===== config.mk =====
export PLATFORM = sky130hd
export DESIGN_NAME = ddr_port_arbiter
export DESIGN_NICKNAME = d
export VERILOG_FILES = /design/src/rtl/ddr_port_arbiter.sv
export SDC_FILE = /design/constraint.sdc
export NUM_CORES = 1
export LEC_CHECK = 0
export CORE_AREA = 2 2 366 368
export DETAILED_ROUTE_END_ITERATION = 8
export DIE_AREA = 0 0 368 370
export GPL_ROUTABILITY_DRIVEN = 0
export PLACE_DENSITY = 0.3
export SYNTH_ARGS = -nofsm -noshare
export SYNTH_HDL_FRONTEND = slang
export SYNTH_SLANG_ARGS = --single-unit
export TNS_END_PERCENT = 100

===== constraint.sdc =====
create_clock -name clk -period 3.8 [get_ports clk]
set_input_delay 0.57 -clock clk [delete_from_list [all_inputs] [get_ports clk]]
set_output_delay 0.57 -clock clk [all_outputs]
set_load 0.02 [all_outputs]

===== src/rtl/ddr_port_arbiter.sv =====
// Two-port front end for the DDR3 controller user interface.
// Round-robin grant, one command per grant, registered command issue,
// in-order read tag FIFO for return routing, outstanding-write counter and idle flag.
module ddr_port_arbiter #(
    parameter int unsigned TAG_DEPTH_LOG2 = 3,
    parameter int unsigned WR_CNT_W       = 4
) (
    input  logic         clk,
    input  logic         reset_n,
    // requester port 0 (CPU/cache)
    input  logic         p0_valid,
    input  logic         p0_write,
    input  logic [31:0]  p0_addr,
    input  logic [127:0] p0_wdata,
    output logic         p0_ready,
    output logic         p0_rvalid,
    output logic [127:0] p0_rdata,
    // requester port 1 (DMA/video)
    input  logic         p1_valid,
    input  logic         p1_write,
    input  logic [31:0]  p1_addr,
    input  logic [127:0] p1_wdata,
    output logic         p1_ready,
    output logic         p1_rvalid,
    output logic [127:0] p1_rdata,
    // controller read side
    output logic         rd_addr_en,
    output logic [31:0]  rd_addr,
    output logic         rd_en,
    input  logic         rd_valid,
    input  logic [127:0] rd_data,
    input  logic         rd_busy,
    // controller write side
    input  logic         wr_busy,
    output logic         wr_en,
    output logic         wr_addr_en,
    output logic [31:0]  wr_addr,
    output logic [127:0] wr_data,
    output logic [15:0]  wr_datamask,
    input  logic         wr_ack,
    // status
    output logic         idle
);

    localparam int unsigned TAG_DEPTH = 1 << TAG_DEPTH_LOG2;
    localparam logic [TAG_DEPTH_LOG2:0] TAG_FULL = {1'b1, {TAG_DEPTH_LOG2{1'b0}}};

    // tag FIFO: one bit per entry holding the requesting port id
    logic [TAG_DEPTH-1:0]      r_tag_mem;
    logic [TAG_DEPTH_LOG2-1:0] r_tag_wp;
    logic [TAG_DEPTH_LOG2-1:0] r_tag_rp;
    logic [TAG_DEPTH_LOG2:0]   r_tag_cnt;

    logic [WR_CNT_W-1:0]       r_wr_cnt;
    logic                      r_last_p1;     // 1: port 1 granted last, port 0 favoured next
    logic                      r_rd_en;
    logic                      r_rd_en_q;     // rd_en as seen by the controller last cycle

    logic                      r_rd_addr_en;
    logic [31:0]               r_rd_addr;
    logic                      r_wr_en;
    logic [31:0]               r_wr_addr;
    logic [127:0]              r_wr_data;

    logic w_rd_ok, w_wr_ok;
    logic w_elig0, w_elig1;
    logic w_gnt0, w_gnt1, w_gnt_any, w_gnt_wr;
    logic [31:0]  w_gnt_addr;
    logic [127:0] w_gnt_wdata;
    logic w_push, w_pop, w_tag_head;
    logic w_winc, w_wdec;

    // Occupancy is updated at grant time, so a command granted in this cycle
    // already counts against the limits seen by the next grant.
    assign w_rd_ok = !rd_busy && (r_tag_cnt != TAG_FULL);
    assign w_wr_ok = !wr_busy && (r_wr_cnt != '1);

    // Eligibility, round-robin grant and winner mux
    always_comb begin
        w_elig0     = p0_valid && (p0_write ? w_wr_ok : w_rd_ok);
        w_elig1     = p1_valid && (p1_write ? w_wr_ok : w_rd_ok);
        w_gnt0      = reset_n && w_elig0 && (!w_elig1 || r_last_p1);
        w_gnt1      = reset_n && w_elig1 && (!w_elig0 || !r_last_p1);
        w_gnt_any   = w_gnt0 || w_gnt1;
        w_gnt_wr    = w_gnt1 ? p1_write : p0_write;
        w_gnt_addr  = w_gnt1 ? p1_addr  : p0_addr;
        w_gnt_wdata = w_gnt1 ? p1_wdata : p0_wdata;
        w_push      = w_gnt_any && !w_gnt_wr;
        w_winc      = w_gnt_any && w_gnt_wr;
        w_pop       = rd_valid && r_rd_en_q && (r_tag_cnt != '0);
        w_tag_head  = r_tag_mem[r_tag_rp];
        w_wdec      = wr_ack && (r_wr_cnt != '0);
    end

    assign p0_ready    = w_gnt0;
    assign p1_ready    = w_gnt1;
    assign p0_rvalid   = w_pop && !w_tag_head;
    assign p1_rvalid   = w_pop && w_tag_head;
    assign p0_rdata    = p0_rvalid ? rd_data : '0;
    assign p1_rdata    = p1_rvalid ? rd_data : '0;

    assign rd_addr_en  = r_rd_addr_en;
    assign rd_addr     = r_rd_addr;
    assign rd_en       = r_rd_en;
    assign wr_en       = r_wr_en;
    assign wr_addr_en  = r_wr_en;
    assign wr_addr     = r_wr_addr;
    assign wr_data     = r_wr_data;
    assign wr_datamask = '0;

    assign idle = reset_n && (r_tag_cnt == '0) && (r_wr_cnt == '0) && !r_rd_addr_en && !r_wr_en;

    // Read data consume enable: rises on the first clock after reset and stays high
    always_ff @(posedge clk or negedge reset_n) begin
        if (!reset_n) begin
            r_rd_en   <= 1'b0;
            r_rd_en_q <= 1'b0;
        end else begin
            r_rd_en   <= 1'b1;
            r_rd_en_q <= r_rd_en;
        end
    end

    // Round-robin pointer moves only on an actual grant
    always_ff @(posedge clk or negedge reset_n) begin
        if (!reset_n) begin
            r_last_p1 <= 1'b1;
        end else if (w_gnt0) begin
            r_last_p1 <= 1'b0;
        end else if (w_gnt1) begin
            r_last_p1 <= 1'b1;
        end
    end

    // Command output register: one strobe the cycle after a grant
    always_ff @(posedge clk or negedge reset_n) begin
        if (!reset_n) begin
            r_rd_addr_en <= 1'b0;
            r_rd_addr    <= '0;
            r_wr_en      <= 1'b0;
            r_wr_addr    <= '0;
            r_wr_data    <= '0;
        end else begin
            r_rd_addr_en <= w_push;
            r_wr_en      <= w_winc;
            if (w_push) begin
                r_rd_addr <= w_gnt_addr;
            end
            if (w_winc) begin
                r_wr_addr <= w_gnt_addr;
                r_wr_data <= w_gnt_wdata;
            end
        end
    end

    // Tag FIFO: push requester id on read grant, pop on each consumed beat
    always_ff @(posedge clk or negedge reset_n) begin
        if (!reset_n) begin
            r_tag_mem <= '0;
            r_tag_wp  <= '0;
            r_tag_rp  <= '0;
            r_tag_cnt <= '0;
        end else begin
            if (w_push) begin
                r_tag_mem[r_tag_wp] <= w_gnt1;
                r_tag_wp            <= r_tag_wp + 1'b1;
            end
            if (w_pop) begin
                r_tag_rp <= r_tag_rp + 1'b1;
            end
            case ({w_push, w_pop})
                2'b10:   r_tag_cnt <= r_tag_cnt + 1'b1;
                2'b01:   r_tag_cnt <= r_tag_cnt - 1'b1;
                default: r_tag_cnt <= r_tag_cnt;
            endcase
        end
    end

    // Outstanding-write counter: +1 on write grant, -1 on wr_ack (never below zero)
    always_ff @(posedge clk or negedge reset_n) begin
        if (!reset_n) begin
            r_wr_cnt <= '0;
        end else begin
            case ({w_winc, w_wdec})
                2'b10:   r_wr_cnt <= r_wr_cnt + 1'b1;
                2'b01:   r_wr_cnt <= r_wr_cnt - 1'b1;
                default: r_wr_cnt <= r_wr_cnt;
            endcase
        end
    end

    // A returned beat with no read outstanding is a controller protocol error
    a_no_pop_when_empty: assert property (@(posedge clk) disable iff (!reset_n)
        !(rd_valid && r_rd_en_q && (r_tag_cnt == '0)));

endmodule

Word level (Yosys, flattened, before mapping)
Index checks and enable logic that the tools add are counted.
{"block": "classes", "muxes": 16, "order_cmp": 3, "eq_ne": 6, "n_reduce_logical": 39, "n_addsub": 6}
{"op": "two-way mux 128 bit", "count": 3}
{"op": "two-way mux 32 bit", "count": 1}
{"op": "logical AND 1 bit", "count": 20}
{"op": "one-hot mux 4 bit (2 select lines)", "count": 2}
{"op": "zero test 1 bit", "count": 9}
{"op": "adder 4 x 1 -> 4 bit (second input constant)", "count": 2}
{"op": "bitwise mux 8 bit", "count": 1}
{"op": "zero test 4 bit", "count": 2}
{"op": "less-than comparator 3 x 4 -> 1 bit (second input constant)", "count": 2}
{"op": "inequality test 4 bit (second input constant)", "count": 2}
{"op": "nonzero test 4 bit", "count": 2}
{"op": "subtractor 4 x 1 -> 4 bit (second input constant)", "count": 2}
{"op": "two-way mux 1 bit", "count": 7}
{"op": "adder 3 x 1 -> 3 bit (second input constant)", "count": 2}
{"op": "nonzero test 2 bit", "count": 3}
{"op": "== test 2 x 1 -> 1 bit (second input constant)", "count": 2}
{"op": "== test 2 bit (second input constant)", "count": 2}
{"op": "binary-select mux 1 bit (select 3 bit)", "count": 1}
{"op": "demux 1 bit (select 3 bit)", "count": 1}
{"op": "greater-or-equal comparator 3 x 1 -> 1 bit (second input constant)", "count": 1}
{"op": "logical OR 1 bit", "count": 3}
{"block": "totals", "reg_bits": 219, "wordCells": 83}

Logic depth before layout (Yosys ltp)
{"block": "depth", "ltp_word": 12, "depth_mapped": 16}

Least setup slack after synthesis
No wires, ideal clock.
{"block": "synth_path", "kind": "reg-to-reg", "startpoint": "register r_tag_cnt[1]", "endpoint": "register r_wr_cnt[3]", "path_stages_with_launch": 16, "synth_period_minus_slack_ns": 3.418, "path_slack_ns": 0.382, "n_path_buf": 3, "t_required_ns": 3.675, "arrival_ns": 3.293, "path_cell_list": "dfrtp_1 or4b_4 a22o_1 a31o_1 o22ai_1 buf_2 buf_6 buf_4 inv_1 ha_1 ha_1 a21o_1 a21oi_1 xnor2_1 nor2_1 xor2_1"}
{"block": "synth_via", "elab_chain_cells": 11, "word_cells_on_any_way": 21}
{"element": "from (decl)", "line_no": "52", "text": "logic [TAG_DEPTH_LOG2:0] r_tag_cnt;"}
{"element": "from (signal assigned)", "line_no": "172", "text": "2'b10: r_tag_cnt <= r_tag_cnt + 1'b1;"}
{"element": "from (signal assigned)", "line_no": "173", "text": "2'b01: r_tag_cnt <= r_tag_cnt - 1'b1;"}
{"element": "from (signal assigned)", "line_no": "174", "text": "default: r_tag_cnt <= r_tag_cnt;"}
{"element": "inequality test 4 bit *", "line_no": "75", "text": "assign w_rd_ok = !rd_busy && (r_tag_cnt != TAG_FULL);"}
{"element": "logical AND 1 bit *", "line_no": "75"}
{"element": "two-way mux 1 bit (on tied branches)", "line_no": "80, 81"}
{"element": "logical AND 1 bit (on tied branches)", "line_no": "80, 81"}
{"element": "zero test 1 bit (on tied branches)", "line_no": "83, 82"}
{"element": "logical OR 1 bit (on tied branches)", "line_no": "83, 82"}
{"element": "logical AND 1 bit (on tied branches)", "line_no": "83, 82"}
{"element": "two-way mux 1 bit / logical OR 1 bit (equally long branches)", "line_no": "85, 84"}
{"element": "logical AND 1 bit *", "line_no": "89", "text": "w_winc = w_gnt_any && w_gnt_wr;"}
{"element": "via w_winc", "line_no": "71", "text": "logic w_winc, w_wdec;"}
{"element": "== test 2 x 1 -> 1 bit / == test 2 bit (equally long branches)", "line_no": "184", "text": "case ({w_winc, w_wdec})"}
{"element": "one-hot mux 4 bit (2 select lines) / nonzero test 2 bit (equally long branches)"}
{"element": "to (signal assigned)", "line_no": "185", "text": "2'b10: r_wr_cnt <= r_wr_cnt + 1'b1;"}
{"element": "to (signal assigned)", "line_no": "186", "text": "2'b01: r_wr_cnt <= r_wr_cnt - 1'b1;"}
{"element": "to (signal assigned)", "line_no": "187", "text": "default: r_wr_cnt <= r_wr_cnt;"}
{"element": "to (decl)", "line_no": "54", "text": "logic [WR_CNT_W-1:0] r_wr_cnt;"}
Mark *: on every way through the listed nets, which the timed path passes. The rest lies on a longest branch.
A chain may end at the register's enable or synchronous reset.

Worst setup path after layout
{"block": "layout_path", "startpoint": "register r_tag_rp[0]", "endpoint": "output port p1_rdata[84]"}
{"block": "layout_via", "elab_chain_cells": 4}
{"element": "from (decl)", "line_no": "51", "text": "logic [TAG_DEPTH_LOG2-1:0] r_tag_rp;"}
{"element": "from (signal assigned)", "line_no": "169", "text": "r_tag_rp <= r_tag_rp + 1'b1;"}
{"element": "binary-select mux 1 bit (select 3 bit)", "line_no": "91", "text": "w_tag_head = r_tag_mem[r_tag_rp];"}
{"element": "two-way mux 1 bit (not written as such)", "line_no": "91"}
{"element": "logical AND 1 bit", "line_no": "98", "text": "assign p1_rvalid = w_pop && w_tag_head;"}
{"element": "two-way mux 128 bit", "line_no": "100", "text": "assign p1_rdata = p1_rvalid ? rd_data : '0;"}
{"element": "to (decl)", "line_no": "25", "text": "output logic [127:0] p1_rdata,"}
Every way passes these cells. The select of a mux whose other input is x is not followed.

==> flow_summary.html <==
<table>
<tr><th>Metric</th><th>Value</th></tr>
<tr><th colspan="2">Status</th></tr>
<tr><td>Run status</td><td>finished, final reports clean</td></tr>
<tr><th colspan="2">Setup path</th></tr>
<tr><td>WP data required</td><td>3230 ps</td></tr>
<tr><td>Worst R2R Setup Slack</td><td>~450 ps</td></tr>
<tr><td>Startpoint kind of the worst setup timing path</td><td>flop</td></tr>
<tr><td>Stage delay of the slowest cell on the critical path</td><td>550 ps</td></tr>
<tr><td>Critical Path AT</td><td>3130 ps</td></tr>
<tr><td>Most common cell type on the critical path</td><td>buf_12</td></tr>
<tr><td>Cell with the largest stage delay on the worst path</td><td>clkdlybuf4s50_1</td></tr>
<tr><td>Endpoint kind of the worst setup timing path</td><td>primary output</td></tr>
<tr><td>Startpoint of the lowest-slack register-to-register path</td><td>r_tag_cnt[1]</td></tr>
<tr><td>Startpoint-to-endpoint class of the critical path</td><td>flop to primary output</td></tr>
<tr><td>Number of buffers and inverters on the critical path</td><td>3</td></tr>
<tr><td>CP top delay family</td><td>buffers and inverters</td></tr>
<tr><td>Worst R2R Path Depth</td><td>12</td></tr>
<tr><td>Crit-path max FO</td><td>111</td></tr>
<tr><td>Ordered list of cells on the worst path</td><td>mux4_2 &gt; mux2i_4 &gt; buf_12 &gt; nor2_4 &gt; buf_12 &gt; and2_1 &gt; clkdlybuf4s50_1</td></tr>
<tr><td>Critical register-to-register path endpoint</td><td>r_wr_cnt[3]</td></tr>
<tr><th colspan="2">Yosys</th></tr>
<tr><td>Yosys top cell area share</td><td>roughly 43%</td></tr>
<tr><td>Total standard cell area after synthesis</td><td>around 0.013 mm2</td></tr>
<tr><td>Most used flip-flop cell after synthesis</td><td>dfrtp_1</td></tr>
<tr><td>Count of state elements after synthesis</td><td>219</td></tr>
<tr><td>Synthesized instance count</td><td>1102</td></tr>
<tr><td>Synthesized area per cell</td><td>around 11 um2</td></tr>
<tr><td>Async set-reset flop share out of synthesis</td><td>100%</td></tr>
<tr><td>Synth unique cells</td><td>47</td></tr>
<tr><td>Number of enable-type register cells in the synthesized netlist</td><td>0</td></tr>
<tr><td>Sequential element share of the synthesized area</td><td>43.7%</td></tr>
<tr><td>Synth warn</td><td>0</td></tr>
<tr><td>Top cell type by total area after synthesis</td><td>dfrtp_1</td></tr>
<tr><td>Cells taking the most area after synthesis</td><td>dfrtp_1, mux2_2, mux2i_1, mux2_1, and2_1</td></tr>
<tr><th colspan="2">Route</th></tr>
<tr><td>Total via count in the routed design</td><td>12000</td></tr>
<tr><td>Pre-Repair DR Iteration Count</td><td>4</td></tr>
<tr><td>Drt via density</td><td>3.18</td></tr>
<tr><td>Final routed wirelength across all metal layers</td><td>between 80000 and 90000 um</td></tr>
<tr><td>Routed wire length per instance</td><td>about 21 um</td></tr>
<tr><td>DRC violations left</td><td>0</td></tr>
<tr><td>Final ANT Viol Nets</td><td>0</td></tr>
<tr><td>Number of DRC markers in iteration 0</td><td>about 460</td></tr>
<tr><th colspan="2">STA</th></tr>
<tr><td>Clock skew after layout</td><td>between 20 and 30 ps</td></tr>
<tr><td>Maximum clock rate</td><td>271 MHz</td></tr>
<tr><td>Portion of the clock cycle consumed by the worst path in the final layout</td><td>97.3%</td></tr>
<tr><td>Total setup violations reported at the end of the flow</td><td>0</td></tr>
<tr><td>Worst hold slack after final layout</td><td>380 ps</td></tr>
<tr><td>Number of max-slew violations in the final report</td><td>0</td></tr>
<tr><td>Sum of negative setup slack</td><td>0 ps</td></tr>
<tr><td>Final hold violation count</td><td>0</td></tr>
<tr><td>Min Tclk post-route</td><td>around 3700 ps</td></tr>
<tr><td>Normalized max-slew margin</td><td>36.5%</td></tr>
<tr><td>Worst Tran Pin Value</td><td>952 ps</td></tr>
<tr><th colspan="2">Final layout</th></tr>
<tr><td>Area added between synthesis and finish</td><td>98.7%</td></tr>
<tr><td>Most frequent cells in the layout</td><td>clkdlybuf4s50_1, dfrtp_1, mux2_2, and2_1, and3_1</td></tr>
<tr><td>Layout cell share with drive strength beyond 1</td><td>around 15%</td></tr>
<tr><td>Most frequent standard cell in the layout excluding fill and tap cells</td><td>clkdlybuf4s50_1</td></tr>
<tr><td>Summed area of non-filler cells in the final layout</td><td>0.0249 mm2</td></tr>
<tr><td>Sequential Area</td><td>0.00548 mm2</td></tr>
<tr><td>Area of combinational cells with multiple inputs</td><td>0.00632 mm2</td></tr>
<tr><td>Post-layout net count</td><td>2453</td></tr>
<tr><td>Number of fillers in the final layout</td><td>14600</td></tr>
<tr><th colspan="2">Run</th></tr>
<tr><td>Number of maximum-capacitance violations</td><td>0</td></tr>
<tr><th colspan="2">Power</th></tr>
<tr><td>Fraction of power consumed by combinational cells</td><td>between 50 and 60%</td></tr>
<tr><td>Power density over cell area</td><td>601 mW/mm2</td></tr>
<tr><td>Net Sw Power</td><td>5960 uW</td></tr>
<tr><td>Static leakage</td><td>0.0106 uW</td></tr>
<tr><td>Largest voltage drop on the vdd net</td><td>0.312 mV</td></tr>
<tr><td>Switching share of total power</td><td>39.8%</td></tr>
<tr><td>Proportion of power drawn by the clock network</td><td>approximately a fifth</td></tr>
<tr><td>Sequential fraction of design power</td><td>26.2%</td></tr>
<tr><td>Int Power</td><td>approximately 9000 uW</td></tr>
<tr><th colspan="2">Min path</th></tr>
<tr><td>Worst Min Path Start</td><td>rd_en</td></tr>
<tr><td>Type of the worst min-delay path</td><td>flop to flop</td></tr>
<tr><td>Worst Hold Depth</td><td>0</td></tr>
<tr><td>Worst Hold Path EP</td><td>r_rd_en_q</td></tr>
<tr><th colspan="2">Floorplan</th></tr>
<tr><td>Die X</td><td>368 um</td></tr>
<tr><td>I/O pin cnt</td><td>931</td></tr>
<tr><td>Chip height</td><td>370 um</td></tr>
<tr><td>Initial core utilization</td><td>9.47%</td></tr>
<tr><td>Core Region</td><td>about 0.13 mm2</td></tr>
<tr><td>Placement row count</td><td>134</td></tr>
<tr><td>Area enclosed by the die boundary</td><td>approximately 0.14 mm2</td></tr>
<tr><th colspan="2">Global routing</th></tr>
<tr><td>Global router's overall resource usage</td><td>between 10 and 15%</td></tr>
<tr><td>Number of global-route vias before repair</td><td>13100</td></tr>
<tr><td>First-pass GRT wire length</td><td>108000 um</td></tr>
<tr><td>Pin count of the biggest net entering global routing</td><td>137</td></tr>
<tr><td>Number of antenna violations at the first check in global routing</td><td>31</td></tr>
<tr><td>Remaining global-route overflow</td><td>0</td></tr>
<tr><th colspan="2">CTS</th></tr>
<tr><td>CTS buffer count</td><td>31</td></tr>
<tr><td>Clk Tree Root Cell</td><td>clkbuf_16</td></tr>
<tr><td>Number of sinks driven by the clock tree</td><td>219</td></tr>
<tr><td>Max clock buf depth</td><td>3</td></tr>
<tr><td>Postcts setup bufs</td><td>0</td></tr>
<tr><td>Clock insertion delay at the later pin of the skew report</td><td>610 ps</td></tr>
<tr><td>Clock-pin slew on the worst setup and hold paths</td><td>70 ps</td></tr>
<tr><td>CTS H-tree lvls</td><td>1</td></tr>
<tr><td>TritonCTS clock tree</td><td>done</td></tr>
<tr><th colspan="2">Placement</th></tr>
<tr><td>Buffers added on ports</td><td>914</td></tr>
<tr><td>Total cell area at the placement stage</td><td>0.0237 mm2</td></tr>
<tr><td>Half-perimeter wire length of the detailed placement result</td><td>about 65000 um</td></tr>
</table>
-- cells by family after synthesis --
family,Yosys count,share of synthesized area [%]
XOR/XNOR,12,0.838
flip-flops,219,43.7
adder cells (fa/ha/maj),9,0.957
multiplexers,359,31.4
other,2,0.0599
AO/OA/AOI/OAI,32,2.00
AND/OR/NAND/NOR,290,14.1
buffers and inverters,179,6.90
-- layer usage --
layer  track usage, %  wire length (um)
met1             11.1             28200
met5                0                60
met2             21.7             43500
met4             2.83              2150
met3             3.74              6450
-- how the worst max path moves through the flow --
| stage | slack (ps) | depth (start not counted) | end | from |
|---|---|---|---|---|
| after floorplan | 380 | 15 | r_wr_cnt[3] | r_tag_cnt[1] |
| after global placement | 70 | 13 | r_wr_cnt[3] | wr_busy |
| after detailed placement | 170 | 13 | r_wr_cnt[3] | wr_busy |
| after CTS | 20 | 6 | p0_rdata[125] | r_tag_rp[0] |
| after global routing | -0.4 | 7 | p1_rdata[115] | r_tag_rp[0] |
| final | 100 | 7 | p1_rdata[84] | r_tag_rp[0] |
-- registers in the layout (all words and copies together) (netlist names) --
register and cells:
rd_addr_en 1, r_last_p1 1, r_rd_en_q 1, wr_data 128, r_tag_rp 3, rd_addr 32, rd_en 1, r_tag_wp 3
wr_addr_en 1, r_wr_cnt 4, wr_addr 32, r_tag_cnt 4, r_tag_mem 8
-- synthesized netlist by cell type (all sizes together), types with 2 or more instances --
cell,instances
xnor2,7
buf,53
xor2,5
nand3,3
mux2i,99
and2,129
inv,77
nor2,8
ha,8
nand2,11
conb,2
o22ai,2
dfrtp,218
nand2b,2
o21ai,5
and3,128
mux4,2
mux2,258
o41ai,12
a21oi,3
clkbuf,49
-- power by group through the flow --
stage	Combinational [uW]	Clock, uW	Sequential [uW]
floorplan	2560	0	4930
global placement	7940	0	3950
detailed placement	7940	0	3960
CTS	8010	3320	3950
global route	8380	3410	4080
finish	7920	3140	3930
-- repair_timing --
action,4_1_cts,5_1_grt
hold buffers,1,0
hold endpoints to repair,20,0
pin swaps,0,0
gates cloned,0,1
gates resized for setup,12,26
setup endpoints to repair,180,16
-- final cells by class --
| cell class | count | area share (%) |
|---|---|---|
| Sequential cell | 219 | 22.0 |
| Tap cell | 1768 | 8.87 |
| Antenna cell | 7 | 0.0703 |
| Clock inverter | 14 | 0.763 |
| Inverter | 77 | 1.17 |
| Multi-Input combinational cell | 719 | 25.4 |
| Timing Repair Buffer | 938 | 38.2 |
| Clock buffer | 44 | 3.59 |
-- worst register-to-register path: cells and delay by family (launching register included) --
family	cells	cell delay, ps
flops	1	450
simple gates	2	680
fa+ha+maj	2	530
buf+inv	1	80
xor+xnor	2	290
compound gates	5	1190
-- metrics by stage --
stage	worst slack [ps]	utilization, %	power (uW)	instances
floorplan	382	-	7500	1117
global placement	65.8	17.9	11900	3719
CTS	16.0	18.7	15300	3778
detailed placement	171	17.9	11900	3719
global route	-0.429	18.8	15900	3780
finish	104	18.8	15000	3786
No activity file was read; power rests on OpenSTA's default activity.
